**src/rtl/loader_pkg.sv**
```systemverilog
`default_nettype none
// ============================================================================
// Module      : loader_pkg
// Description : Shared types and helpers for the program loader: the frame
//               state encoding, the default sync byte and the LEN decoder.
// Revision    : 1.0 - initial release
// ============================================================================
package loader_pkg;

  typedef enum logic [2:0] {
    ST_SYNC  = 3'd0,
    ST_LEN   = 3'd1,
    ST_DATA  = 3'd2,
    ST_CSUM  = 3'd3,
    ST_DONE  = 3'd4,
    ST_ERROR = 3'd5
  } state_t;

  localparam logic [7:0] DEFAULT_MAGIC = 8'hA5;

  // A LEN byte of zero stands for a full RAM image (2**addr_width bytes).
  function automatic logic [31:0] decode_frame_len(input logic [7:0] len_byte,
                                                   input int addr_width);
    logic [31:0] n;
    if (len_byte == 8'd0) n = 32'd1 << addr_width;
    else                  n = {24'd0, len_byte};
    return n;
  endfunction

endpackage
`default_nettype wire

```
**src/rtl/loader_timeout.sv**
```systemverilog
`default_nettype none
// ============================================================================
// Module      : loader_timeout
// Description : Idle-cycle watchdog. Counts consecutive enabled cycles with no
//               clear; expired is high during the TIMEOUT_CYCLES-th such cycle.
// Ports       : clk, reset (sync, active-high), clear (activity this cycle),
//               enable (watchdog armed), expired (limit reached this cycle)
// Revision    : 1.0 - initial release
// ============================================================================
module loader_timeout #(
  parameter int TIMEOUT_CYCLES = 1024
) (
  input  logic clk,
  input  logic reset,
  input  logic clear,
  input  logic enable,
  output logic expired
);

  localparam int CW = (TIMEOUT_CYCLES > 2) ? $clog2(TIMEOUT_CYCLES) : 1;

  logic [CW-1:0] count;

  // The count holds the number of idle cycles already completed, so the
  // current cycle is the limiting one when count reaches TIMEOUT_CYCLES-1.
  assign expired = enable && !clear && (count == CW'(TIMEOUT_CYCLES - 1));

  always_ff @(posedge clk) begin
    if (reset || clear || !enable) begin
      count <= '0;
    end else if (!expired) begin
      count <= count + 1'b1;
    end
  end

endmodule
`default_nettype wire

```
**src/rtl/program_loader.sv**
```systemverilog
`default_nettype none
// ============================================================================
// Module      : program_loader
// Description : Receives a framed byte stream (MAGIC, LEN, payload, CSUM) and
//               drives the core's RAM-load port, releasing the core with run
//               once the checksum verifies.
// Ports       : clk, reset        - clock, synchronous active-high reset
//               in_data/in_valid  - stream byte and its qualifier
//               in_ready          - loader accepts a byte this cycle
//               ramAddress/ramIn  - RAM load address/data to the core
//               run               - core release, sticky until reset
//               busy              - frame in progress (LEN/DATA/CSUM)
//               error             - checksum or timeout failure, sticky
//               loaded_count      - payload bytes written in this/last frame
// Revision    : 1.0 - initial release
// ============================================================================
module program_loader
  import loader_pkg::*;
#(
  parameter int                    ADDR_WIDTH     = 8,
  parameter logic [ADDR_WIDTH-1:0] START_ADDR     = '0,
  parameter logic [7:0]            MAGIC          = DEFAULT_MAGIC,
  parameter int                    TIMEOUT_CYCLES = 1024
) (
  input  logic                  clk,
  input  logic                  reset,
  input  logic [7:0]            in_data,
  input  logic                  in_valid,
  output logic                  in_ready,
  output logic [ADDR_WIDTH-1:0] ramAddress,
  output logic [7:0]            ramIn,
  output logic                  run,
  output logic                  busy,
  output logic                  error,
  output logic [ADDR_WIDTH:0]   loaded_count
);

  // remaining must hold both 2**ADDR_WIDTH and any 8-bit LEN value.
  localparam int REM_W = (ADDR_WIDTH + 1 > 9) ? ADDR_WIDTH + 1 : 9;
  localparam logic [ADDR_WIDTH:0] LOAD_MAX = {1'b1, {ADDR_WIDTH{1'b0}}};

  state_t           state;
  state_t           state_next;
  logic [REM_W-1:0] remaining;
  logic [REM_W-1:0] remaining_init;
  logic [7:0]       sum;
  logic [7:0]       csum_total;
  logic             xfer;
  logic             last_byte;
  logic             timed_out;

  assign xfer           = in_valid & in_ready;
  assign remaining_init = REM_W'(decode_frame_len(in_data, ADDR_WIDTH));
  assign last_byte      = (remaining == REM_W'(1));
  assign csum_total     = sum + in_data;

  loader_timeout #(
    .TIMEOUT_CYCLES(TIMEOUT_CYCLES)
  ) u_timeout (
    .clk    (clk),
    .reset  (reset),
    .clear  (xfer),
    .enable (busy),
    .expired(timed_out)
  );

  always_ff @(posedge clk) begin
    if (reset) state <= ST_SYNC;
    else       state <= state_next;
  end

  // in_ready is a pure function of state, so the per-state branches test
  // in_valid directly: in every accepting state that equals a transfer.
  always_comb begin
    state_next = state;
    in_ready   = 1'b0;
    busy       = 1'b0;
    run        = 1'b0;
    error      = 1'b0;
    case (state)
      ST_SYNC: begin
        in_ready = 1'b1;
        if (in_valid && in_data == MAGIC) state_next = ST_LEN;
      end
      ST_LEN: begin
        in_ready = 1'b1;
        busy     = 1'b1;
        if (in_valid)       state_next = ST_DATA;
        else if (timed_out) state_next = ST_ERROR;
      end
      ST_DATA: begin
        in_ready = 1'b1;
        busy     = 1'b1;
        if (in_valid) begin
          if (last_byte) state_next = ST_CSUM;
        end else if (timed_out) begin
          state_next = ST_ERROR;
        end
      end
      ST_CSUM: begin
        in_ready = 1'b1;
        busy     = 1'b1;
        if (in_valid)       state_next = (csum_total == 8'd0) ? ST_DONE : ST_ERROR;
        else if (timed_out) state_next = ST_ERROR;
      end
      ST_DONE:  run   = 1'b1;
      ST_ERROR: error = 1'b1;
      default:  state_next = ST_SYNC;
    endcase
  end

  // The core rewrites ram[ramAddress] every cycle until run, so the load
  // pair only moves on payload transfers and is held otherwise.
  always_ff @(posedge clk) begin
    if (reset) begin
      ramAddress   <= START_ADDR;
      ramIn        <= 8'd0;
      loaded_count <= '0;
      sum          <= 8'd0;
      remaining    <= '0;
    end else if (xfer) begin
      case (state)
        ST_SYNC: sum <= 8'd0;
        ST_LEN: begin
          remaining    <= remaining_init;
          sum          <= csum_total;
          loaded_count <= '0;
        end
        ST_DATA: begin
          ramIn      <= in_data;
          ramAddress <= START_ADDR + loaded_count[ADDR_WIDTH-1:0];
          if (loaded_count != LOAD_MAX) loaded_count <= loaded_count + 1'b1;
          sum        <= csum_total;
          remaining  <= remaining - 1'b1;
        end
        default: ;
      endcase
    end
  end

endmodule
`default_nettype wire

```
**config.mk**
```make
export PLATFORM = sky130hd
export DESIGN_NAME = program_loader
export DESIGN_NICKNAME = d
export VERILOG_FILES = /design/src/rtl/loader_pkg.sv /design/src/rtl/loader_timeout.sv /design/src/rtl/program_loader.sv
export SDC_FILE = /design/constraint.sdc
export NUM_CORES = 1
export LEC_CHECK = 0
export ABC_AREA = 1
export BUFFER_PORTS_ARGS = -buffer_cell sky130_fd_sc_hd__clkbuf_2
export CAP_MARGIN = 20
export CORE_ASPECT_RATIO = 0.9
export CORE_MARGIN = 1
export CORE_UTILIZATION = 45
export CTS_CLUSTER_DIAMETER = 40
export DETAILED_ROUTE_END_ITERATION = 16
export GPL_TIMING_DRIVEN = 0
export PLACE_DENSITY = 0.65
export SYNTH_ARGS = -nofsm -noshare
export SYNTH_HDL_FRONTEND = slang
export SYNTH_SLANG_ARGS = --single-unit
```
**constraint.sdc**
```tcl
create_clock -name clk -period 3.52 [get_ports clk]
set_clock_uncertainty 0.2 [all_clocks]
set_input_delay 0.352 -clock clk [delete_from_list [all_inputs] [get_ports clk]]
set_output_delay 0.352 -clock clk [all_outputs]
set_load 0.03 [all_outputs]
```
### Word-level counts from Yosys, hierarchy flattened

Index checks and enable logic that the tools add are counted.

* register bits: 55
* input port bits: 11
* output and inout port bits: 29
* logic and storage cells: 63

* add/sub/neg operators: 4
* equal/unequal tests: 12
* multiplexer cells: 17
* bitwise operators: 2
* reductions and logical operators: 21

Operator list (number)
* $pmux 9 s2: 2
* $mux 3: 6
* $mux 9: 2
* $logic_not 8->1: 2
* $pmux 8 s2: 1
* $pmux 3 s5: 1
* $add 10x1->10 const B: 1
* $eq 10x10->1 const B: 1
* $add 9x1->9 const B: 1
* $eq 9x1->1 const B: 1
* $ne 9x9->1 const B: 1
* $sub 9x1->9 const B: 1
* $add 8x8->8: 1
* $eq 8x8->1 const B: 1
* $eq 3x2->1 const B: 2
* $eq 3x3->1 const B: 2
* $reduce_and 2->1: 3
* $reduce_and 3->1: 2
* $mux 1: 5
* $ne 2x2->1 const B: 2
* $reduce_bool 2->1: 2
* $reduce_or 2->1: 2
* $reduce_or 4->1: 1
* $eq 3x1->1 const B: 1
* other kinds (8): 12

### Depth between registers and ports, before layout

Gate-level depths: netlist (run 1).

* depth in word-level cells: 10
* mapped depth: 14
* gate-level depth less buffers: 14

### By module

A second synthesis (run 1) with hierarchy kept.

* cells, all modules: 466
* area, all modules: 3146.8 um^2

Modules (own cells, without submodules)
* program_loader: times used 1, cells an instance 385, area each 2585.0 um^2, seq. area each 900.9 um^2
* loader_timeout: times used 1, cells an instance 81, area each 561.8 um^2, seq. area each 200.2 um^2

### Worst setup path before layout (run 1)

Ideal clock, no wire load.

* path type: input -> register
* start: in in_data[0]
* end: reg state[0]
* library setup time: 121 ps
* data arrival time: 1655 ps
* data required time: 3199 ps
* setup slack: 1544 ps
* stages: 14
* path buffers: 0
* path through: ha_1 > fa_1 > nand2_1 > nand2_1 > nand3_1 > nand2_1 > nand2_1 > nand2_1 > nor2_1 > nand2_1 > nand2_1 > nand2_1 > nand2_1 > a21oi_1

* word-level cells in the longest chain between the ends: 5
* elaborated cells between the ends (all ways): 9
* those cells by class: 1 x add/sub; 2 x eq/ne; 3 x mux; 3 x reduce/logical

Ends and longest elaborated chain
* from (decl): line program_loader.sv:27 `input logic [7:0] in_data,`
* $add 8x8->8: line program_loader.sv:55 `assign csum_total = sum + in_data;`
* $logic_not 8->1: line program_loader.sv:103 `if (in_valid) state_next = (csum_total == 8'd0) ? ST_DONE : ST_ERROR;`
* $mux 1: line program_loader.sv:103
* $mux 3: line program_loader.sv:103
* $pmux 3 s5: line program_loader.sv:80 `case (state)`
* to (signal assigned): line program_loader.sv:69 `else state <= state_next;`
* to (decl): line program_loader.sv:42 `state_t state;`

Parallel ways exist; a longest one is shown, timed or not.
A chain may end at the register's enable or synchronous reset.

### Final worst setup path (run 1)

* start: reg sum[0]
* end: reg state[0]

* word-level cells in the longest chain between the ends: 5

Ends and longest elaborated chain
* from (decl): line program_loader.sv:46 `logic [7:0] sum;`
* from (signal assigned): line program_loader.sv:126 `sum <= csum_total;`
* from (signal assigned): line program_loader.sv:133 `sum <= csum_total;`
* $add 8x8->8: line program_loader.sv:55
* $logic_not 8->1: line program_loader.sv:103
* $mux 1: line program_loader.sv:103
* $mux 3: line program_loader.sv:103
* $pmux 3 s5: line program_loader.sv:80

No other way between the ends.

==> results.cfg, run 1 <==
[timing]
clock.fmax_mhz = 462
max-slew-margin-rel = 0.608
worst_slack_ns = 1.36
drv_slew = 0
tns_ns = 0
rsz0062_at_grt = false
hold_violations = 0
min_period_ns = 2.16
fin_crit_sh = 0.615
setup_violations = 0
tightest_slew_ns = 0.588

[worst_setup_path]
cp_max_fo = 3
crit_start = sum[0]$_SDFFE_PP0P_
crit_top_cell = nand2_1
crit_chain = ha_1 > fa_1 > nand2_1 > nand2_1 > nand3_1 > nand2_1 > nand2_1 > nand2_1 > nor2_1 > nand2_1 > nand2_1 > nand2_1 > nand2_1 > a21oi_1
path_class = reg -> reg
cp_top_family = simple AND/OR/NAND/NOR gates
r2r_end = state[0]$_SDFFE_PP0P_
required_ns = 3.52
r2r-start = sum[0]$_SDFFE_PP0P_
r2r_slack_ns = 1.36
cp_num_buf_inv = 0
end_kind = flop
cp_slowest_cell = fa_1
crit_arrival_ns = 2.16
rr_worst_depth = 14
slowest_delay_ns = 0.42
startpoint_type = flop

[clock_network]
cts-root-buf = clkbuf_8
cts_tree = built
post_cts.repair.setup_buffers = 0
clockBufferDepth = 2
postCtsResizedCells = 0
numCtsBuffers = 5
cts_htree_levels = 2
ctsHoldBuffers = 0
path_clk_slew_ns = 0.10
cts_sinks = 55
worstSkewPairLatency_ns = 0.31

[power_and_ir_drop]
ir_drop_mv = 0.219
seq_power_share = 0.475
total_power_mw = 1.47
power_density_nw_per_um2 = 433
clkPwrFrac = 0.242
sw_frac_of_total = 0.361
combPwrFrac = 0.283
p_sw_mw = 0.530
leakagePower_nw = 1.51
p_int_mw = 0.940

[synth]
ys_seq_area_frac = 0.367
synth_fa_ha_area_frac = 0.0566
yosysTopAreaCellShare = 0.367
ys.flop_type = dfxtp_1
synth_area_leaders = dfxtp_1 37%, nand2_1 12%, a21oi_1 6.8%
netlist_area_um2 = 3000
avgSynthCellArea_um2 = 6.86
synth_edf_count = 0
synth_fp_nets = 462
synth_top_family_by_area = simple AND/OR/NAND/NOR gates
yosys.area_share.xor_xnor = 0.0350
synth_simple_gate_area_frac = 0.314
ys_seq_elements = 55
synth_cell_types = 32
yosys_warnings = 0
ys_async_sr_fraction = 0
synth_cells = 438
yosys.area.top_type = dfxtp_1
yosys-mux-area-fraction = 0
synth-compound-area-share = 0.144

[hold_path]
min_to = ramIn[2]$_SDFFE_PP0P_
hp-start = in_data[2]
hp-class = in -> reg
holdPathStages = 3

[cells_and_area]
fin_nets = 508
n_antenna_cell = 0
final_core_util = 0.541
n_fill_cell = 677
drive_gt1_frac = 0.155
syn_to_final_growth_pct = 13.1

[routing]
wl_um = 7370
firstDrtPassIters = 4
avgRoutedWirePerCell_um = 12.9
drtIter0Drc = 177
ant_nets = 0
vias_per_cell = 4.99
vias = 2855
drc_errors = 0

[place]
port_buffers = 39
place_congestion = 0.896
dp_slack_ns = 1.16
dp_hpwl_um = 5620

[job]
drv_cap = 0

[grt]
grt_first_pass_wirelength_um = 12200
grt_pass1_vias = 2640
overflow = 0
grt_antenna_before_repair = 0
track_usage = 0.224
grt_start_max_net_pins = 18

[floorplan]
start_util = 0.478
die_h_um = 79.5
die_area_um2 = 7010
die_w_um = 88.1
num_rows = 27
pin_count = 40
design.core.area_um2 = 6280

[outcome]
status = finished clean
worst max path at each step:
stage | endpoint | slack, ns | cells past startpoint
2_1_floorplan | state[0]$_SDFFE_PP0P_ | 1.54 | 14
3_3_place_gp | state[0]$_SDFFE_PP0P_ | 1.19 | 15
3_5_place_dp | state[0]$_SDFFE_PP0P_ | 1.16 | 15
4_1_cts | state[0]$_SDFFE_PP0P_ | 1.35 | 14
5_1_grt | state[0]$_SDFFE_PP0P_ | 1.18 | 14
6_report | state[0]$_SDFFE_PP0P_ | 1.36 | 14
power groups by stage:
stage                     Clock [mW]  Sequential (mW)  Combinational (mW)
after floorplan                    0            0.721               0.297
after global placement             0            0.712               0.407
after detailed placement           0            0.712               0.410
after CTS                      0.365            0.698               0.412
after global routing           0.388            0.705               0.469
final                          0.356            0.698               0.416
worst register-to-register path, delay by kind of cell, from the launching register on:
kind / cells / cell delay (ns)
compound gates: 1 / 0.06
simple gates: 11 / 0.84
fa+ha+maj: 2 / 0.64
flops: 1 / 0.33
cells in the mapped netlist (2+ instances only):
cell type and n:
nor2_4 3, nor3_1 15, buf_2 5, a21oi_1 41, nand4_1 7, xnor2_1 3, o21ai_0 29, nand2_1 97
ha_1 12, inv_2 7, nor2_1 49, o211ai_1 5, nand3_1 26, nand2_2 3, or2_2 2, nor2_2 4
o21ai_1 3, clkbuf_1 4, inv_1 46, nor4_1 3, dfxtp_1 55, xor2_1 9
cell type report:
cell class | instances | area (um^2) | share of cell area
buffer | 11 | 55.1 | 0.0162
clock buffer | 6 | 72.6 | 0.0214
clock inverter | 2 | 17.5 | 0.00515
inverter | 53 | 199 | 0.0585
multi-input combinational | 319 | 1650 | 0.485
sequential | 55 | 1100 | 0.324
tap | 87 | 109 | 0.0320
timing repair buffer | 39 | 195 | 0.0574
cell families after synthesis:
group,count (synthesis)
fa+ha+maj,13
simple gates,212
compound gates,82
buf+inv,64
xor+xnor,12
flops,55
sequential cells by signal (all words and copies together), names as in the netlist:
name / count
u_timeout.count: 10
loaded_count: 9
remaining: 9
ramAddress: 8
ramIn: 8
sum: 8
state: 3
cell usage in the layout (no fill, tap or decap), types with 7 or more instances in the layout:
| cell type | instances |
|---|---|
| ha_1 | 12 |
| clkbuf_2 | 39 |
| o21ai_0 | 29 |
| inv_1 | 46 |
| nand4_1 | 7 |
| inv_2 | 7 |
| dfxtp_1 | 55 |
| nand2_1 | 97 |
| xor2_1 | 9 |
| nor3_1 | 15 |
| nor2_1 | 49 |
| a21oi_1 | 41 |
| nand3_1 | 26 |
through the flow:
stage,hold slack (ns),instance area (um^2),cells
finish,0.127,3400,572
global route,0.130,3400,572
CTS,0.118,3400,572
detailed placement,0.264,3310,564
global placement,0.256,3310,564
floorplan,0.247,3000,438
metal layers:
layer  vias to the layer above  track usage  wire length (um)
met3                         7       0.0445               366
met1                      1254        0.327              3890
met4                         0       0.0484                70
met2                        63        0.338              3050
met5                         -            0                 0
li1                       1531            -                 -
Power figures use the tool's default switching activity.
==> run 2: changes to the inputs <==
--- a/config.mk
+++ b/config.mk
@@ -5,7 +5,7 @@
 export SDC_FILE = /design/constraint.sdc
 export NUM_CORES = 1
 export LEC_CHECK = 0
-export ABC_AREA = 1
+export ABC_AREA = 0
 export BUFFER_PORTS_ARGS = -buffer_cell sky130_fd_sc_hd__clkbuf_2
 export CAP_MARGIN = 20
 export CORE_ASPECT_RATIO = 0.9
@@ -14,7 +14,7 @@
 export CTS_CLUSTER_DIAMETER = 40
 export DETAILED_ROUTE_END_ITERATION = 16
 export GPL_TIMING_DRIVEN = 0
-export PLACE_DENSITY = 0.65
+export PLACE_DENSITY = 0.67
 export SYNTH_ARGS = -nofsm -noshare
 export SYNTH_HDL_FRONTEND = slang
 export SYNTH_SLANG_ARGS = --single-unit
==> constraint.sdc (replaced) <==
create_clock -name clk -period 1.91 [get_ports clk]
set_clock_uncertainty 0.2 [all_clocks]
set_input_delay 0.191 -clock clk [delete_from_list [all_inputs] [get_ports clk]]
set_output_delay 0.191 -clock clk [all_outputs]
set_load 0.03 [all_outputs]
==> results.cfg, run 2 <==
[outcome]
status = finished with violations
violations = setup timing

[job]
drv_cap = 0

[synth]
yosys-mux-area-fraction = 0.0107
synth_fa_ha_area_frac = 0.0580
yosys.area_share.xor_xnor = 0.0448
synth_cells = 363
ys_async_sr_fraction = 0
synthTopCellsByCount = 55 x dfxtp_1, 51 x nand2_1, 46 x nor2_1
yosys_warnings = 0
synth_cell_types = 59
synth_simple_gate_area_frac = 0.271
synth-compound-area-share = 0.197
yosys.area.top_type = dfxtp_1
synth_most_common_cell = dfxtp_1
synth_top_family_by_area = simple AND/OR/NAND/NOR gates
synth_fp_nets = 387
synth_area_leaders = dfxtp_1 38%, nand2_1 6.5%, a21oi_1 6.3%
netlist_area_um2 = 2930
avgSynthCellArea_um2 = 8.08
yosysTopAreaCellShare = 0.376
ys.flop_type = dfxtp_1
synth_edf_count = 0
ys_seq_area_frac = 0.376
ys_seq_elements = 55

[place]
port_buffers = 37
dpl.cell_count = 487
dp_hpwl_um = 5230
placed_area_um2 = 3230
place_congestion = 0.886

[grt]
track_usage = 0.222
overflow = 0
grt_pass1_vias = 2453
grt_start_max_net_pins = 17
grt_first_pass_wirelength_um = 11900
grt_antenna_before_repair = 0

[routing]
met3_length_um = 327
met1Wirelength_um = 3500
drc_errors = 0
firstDrtPassIters = 6
wl_met2_um = 3540
dr.max_layer_used = met4
avgRoutedWirePerCell_um = 14.7
ant_nets = 0
wl_um = 7500
drtIter0Drc = 148
vias = 2818
vias_per_cell = 5.53

[floorplan]
start_util = 0.472
die_h_um = 78.6
num_rows = 27
die_area_um2 = 6840
design.core.area_um2 = 6220
pin_count = 40
die_w_um = 87.1

[cells_and_area]
top_register = u_timeout.count
drive_gt1_frac = 0.260
final_common_cell = nand2_1
n_fill_cell = 618
n_antenna_cell = 0
largest_reg_flops = 10
top_regs = u_timeout.count (10), loaded_count (9), remaining (9)
most-common-layout-cells = 51 x nand2_1, 50 x dfxtp_1, 45 x nor2_1
syn_to_final_growth_pct = 25.6
multi_input_area_um2 = 1890
finalInstanceArea_um2 = 3680
stdcell_count = 510
fin_nets = 446
register_area_um2 = 1110

[clock_network]
numCtsBuffers = 5
cts_htree_levels = 2
worstSkewPairLatency_ns = 0.31
cts-root-buf = clkbuf_8
path_clk_slew_ns = 0.10
cts_tree = built
clockBufferDepth = 2
cts_sinks = 55

[power_and_ir_drop]
power_density_nw_per_um2 = 631
ir_drop_mv = 0.370
leakagePower_nw = 1.40

[worst_setup_path]
required_ns = 1.91
crit_chain = ha_4 > fa_2 > buf_4 > xor2_1 > nor4_1 > o21ai_1 > nor3_1 > a31oi_1
path_class = reg -> reg
crit_arrival_ns = 2.03
cp_slowest_cell = fa_2
cp_num_buf_inv = 1
slowest_delay_ns = 0.36
startpoint_type = flop
cp_max_fo = 3
cp_top_family = adder cells
end_kind = flop
path_depth = 8
r2r_slack_ns = -0.12
rr_worst_depth = 8

[hold_path]
hp-class = in -> reg
holdPathStages = 3

[timing]
max-slew-margin-rel = 0.588
setup_violations = 2
drv_slew = 0
tightest_slew_ns = 0.618
fin_crit_sh = 1.06
hold_violations = 0
worst_slack_ns = -0.116
min_period_ns = 2.03
clock.fmax_mhz = 493
rsz0062_at_grt = true
-- run 2: changes by cell type after synthesis, moves of 6 or more --
cell	previous run	this run
o21ai_0	29	10
a22oi_1	0	11
inv_2	7	1
o21ai_1	3	9
inv_1	46	5
nand3_1	26	12
nand2_1	97	51
-- run 2: worst paths after layout --
kind / start / to
min reg2reg: ramIn[5]$_SDFFE_PP0P_ / ramIn[5]$_SDFFE_PP0P_
max reg2reg: sum[0]$_SDFFE_PP0P_ / state[0]$_SDFFE_PP0P_
min: in_data[2] / ramIn[2]$_SDFFE_PP0P_
max: sum[0]$_SDFFE_PP0P_ / state[0]$_SDFFE_PP0P_
-- run 2: cells by family (layout without fill, tap and decap cells) --
family	count (synthesis)	after routing
xor gates and xnor gates	15	15
buffers and inverters	25	85
DFF	55	55
and+or+nand+nor	160	160
AOI/OAI and AO/OA	92	92
muxes	3	3
adders and majority gates	13	13
-- run 2: metal layers --
layer,up-vias,global-route usage
met5,-,0
met2,64,0.358
met1,1335,0.302
met3,11,0.0358
li1,1408,-
met4,0,0.0667
-- run 2: worst register-to-register path, stage by stage (launching register included) --
cell     delay, ns
dfxtp_2       0.35
ha_4          0.16
fa_2          0.36
buf_4         0.15
xor2_1        0.17
nor4_1        0.16
o21ai_1       0.11
nor3_1        0.16
a31oi_1       0.10
-- run 2: layout make-up --
class | instances | area share
Inverter | 6 | 0.00612
Tap cell | 87 | 0.0296
Multi-Input combinational cell | 283 | 0.512
Clock inverter | 2 | 0.00951
Sequential cell | 55 | 0.301
Clock buffer | 6 | 0.0224
Buffer | 18 | 0.0330
Timing Repair Buffer | 53 | 0.0860
-- run 2: what timing repair did --
action,4_1_cts,5_1_grt
hold buffers,3,0
buffers inserted,3,10
endpoints found under the hold margin,3,0
gates resized for setup,11,36
gates cloned,0,0
pin swaps,7,17
setup endpoints to repair,8,23
-- run 2: through the flow --
step / setup TNS [ns] / hold slack, ns / worst slack (ns) / util / total power, mW
final: -0.218 / 0.0150 / -0.116 / 0.592 / 2.32
after global routing: -0.748 / 0.00683 / -0.219 / 0.592 / 2.41
after CTS: -0.248 / 0.00244 / -0.146 / 0.554 / 2.29
after detailed placement: -0.914 / 0.245 / -0.225 / 0.520 / 1.48
after global placement: -0.659 / 0.243 / -0.197 / 0.520 / 1.48
after floorplan: 0 / 0.127 / 0.00889 / - / 1.40
-- run 2: where the power goes --
group | switching (mW) | internal (mW) | total [mW]
clock | 0.392 | 0.425 | 0.817
sequential | 0.0193 | 1.16 | 1.18
combinational | 0.195 | 0.131 | 0.325
==> run 3: changes to the inputs <==
--- a/config.mk
+++ b/config.mk
@@ -14,7 +14,7 @@
 export CTS_CLUSTER_DIAMETER = 40
 export DETAILED_ROUTE_END_ITERATION = 16
 export GPL_TIMING_DRIVEN = 0
-export PLACE_DENSITY = 0.67
+export PLACE_DENSITY = 0.76
 export SYNTH_ARGS = -nofsm -noshare
 export SYNTH_HDL_FRONTEND = slang
 export SYNTH_SLANG_ARGS = --single-unit
==> results.cfg, run 3 (same netlist as run 2, synthesis figures left out) <==
[grt]
grt_first_pass_wirelength_um = 11900
grt_antenna_before_repair = 0
overflow = 0
track_usage = 0.219
grt_pass1_vias = 2594
grt_start_max_net_pins = 17

[power_and_ir_drop]
p_int_mw = 1.54
leakagePower_nw = 1.33
sw_frac_of_total = 0.277
p_sw_mw = 0.590
ir_drop_mv = 0.367
power_density_nw_per_um2 = 600
seq_power_share = 0.554
clkPwrFrac = 0.300
combPwrFrac = 0.147

[timing]
max-slew-margin-rel = 0.625
worst_slack_ns = -0.118
min_period_ns = 2.03
setup_violations = 2
clock.fmax_mhz = 493
drv_slew = 0
fin_crit_sh = 1.06
hold_violations = 0
tightest_slew_ns = 0.563
tns_ns = -0.234
rsz0062_at_grt = true

[job]
drv_cap = 0

[clock_network]
numCtsBuffers = 5
cts_sinks = 55
cts-root-buf = clkbuf_8
clockBufferDepth = 2
cts_tree = built
worstSkewPairLatency_ns = 0.31
path_clk_slew_ns = 0.09
cts_htree_levels = 2

[floorplan]
die_w_um = 87.1
design.core.area_um2 = 6220
die_h_um = 78.6
num_rows = 27
pin_count = 40
die_area_um2 = 6840
start_util = 0.472

[worst_setup_path]
cp_max_fo = 3
startpoint_type = flop
required_ns = 1.90
path_class = reg -> reg
end_kind = flop
crit_arrival_ns = 2.02

[hold_path]
hp-class = in -> reg

[cells_and_area]
drive_gt1_frac = 0.244
final_common_cell = nand2_1
syn_to_final_growth_pct = 21.4
largest_reg_flops = 10
fin_nets = 441
most-common-layout-cells = 51 x nand2_1, 48 x dfxtp_1, 46 x nor2_1
n_antenna_cell = 0
top_regs = u_timeout.count (10), loaded_count (9), remaining (9)
stdcell_count = 505
top_register = u_timeout.count
n_fill_cell = 600

[outcome]
violations = setup timing
status = finished with violations

[routing]
drc_errors = 0
firstDrtPassIters = 4
wl_um = 7350
ant_nets = 0
drtIter0Drc = 212
vias_per_cell = 5.52
vias = 2789
avgRoutedWirePerCell_um = 14.6

[place]
dpl.cell_count = 487
port_buffers = 37
dp_hpwl_um = 5180
place_congestion = 0.876
## run 3: changes by cell type in the layout (fill, tap and decap cells not counted), moves of 2 or more
cell / previous run / this run
buf_4: 15 / 9
buf_6: 4 / 2
dfxtp_1: 50 / 48
dfxtp_2: 4 / 7
dlygate4sd3_1: 3 / 5
## run 3: layer usage
metal  GRT usage  vias up  share of wire
li1            -     1395              -
met1       0.287     1304           0.46
met2       0.354       74           0.47
met3      0.0473       16          0.052
met4      0.0717        0          0.016
met5           0        -              0
## run 3: power groups by stage
| stage | logic (mW) | clock network, mW | registers (mW) |
|---|---|---|---|
| final | 0.313 | 0.639 | 1.18 |
| after global routing | 0.339 | 0.707 | 1.18 |
| after CTS | 0.289 | 0.651 | 1.18 |
| after detailed placement | 0.274 | 0 | 1.21 |
| after global placement | 0.267 | 0 | 1.21 |
| after floorplan | 0.197 | 0 | 1.21 |
## run 3: metrics by stage
stage | total power, mW | hold WS (ns) | area, um^2 | setup WS, ns | util
floorplan | 1.40 | 0.127 | 2940 | 0.00889 | -
global placement | 1.47 | 0.244 | 3230 | -0.191 | 0.520
detailed placement | 1.48 | 0.246 | 3230 | -0.222 | 0.520
CTS | 2.12 | 0.00110 | 3430 | -0.167 | 0.552
global route | 2.23 | 0.0228 | 3560 | -0.266 | 0.572
finish | 2.13 | 0.00518 | 3560 | -0.118 | 0.572
## run 3: path summary, 6_finish.rpt
check / start / to / slack, ns / cells after the start
worst max-delay path: sum[0]$_SDFFE_PP0P_ / sum[6]$_SDFFE_PP0P_ / -0.12 / 8
worst min register to register: ramIn[7]$_SDFFE_PP0P_ / ramIn[7]$_SDFFE_PP0P_ / 0.26 / 2
worst min-delay path: in_data[0] / ramIn[0]$_SDFFE_PP0P_ / 0.005 / 3
worst max register to register: sum[0]$_SDFFE_PP0P_ / sum[6]$_SDFFE_PP0P_ / -0.12 / 8
## run 3: worst max-delay path, stage by stage, from the launching register on
cell and delay (ns):
dfxtp_2 0.35, ha_4 0.16, fa_2 0.37, a211oi_2 0.20, o21ai_1 0.10, a21oi_1 0.18, xnor2_1 0.11, a22oi_1 0.19
nor2_1 0.05
## run 3: timing repair
action / CTS / global route
setup buffers: 2 / 4
hold buffers: 5 / 0
pin swaps: 9 / 15
cloned: 0 / 0
hold endpoints to repair: 5 / 0
setup endpoints to repair: 8 / 14
resized for setup: 12 / 24
## run 3: final cells by class
type | instances | area, um^2 | share of cell area
multi-input cells | 283 | 1840 | 0.516
flip-flops and latches | 55 | 1110 | 0.312
repair buffers | 48 | 280 | 0.0788
plain buffers | 18 | 115 | 0.0323
well taps | 87 | 109 | 0.0306
clock buffers | 6 | 72.6 | 0.0204
inverters | 6 | 22.5 | 0.00633
clock inverters | 2 | 12.5 | 0.00352
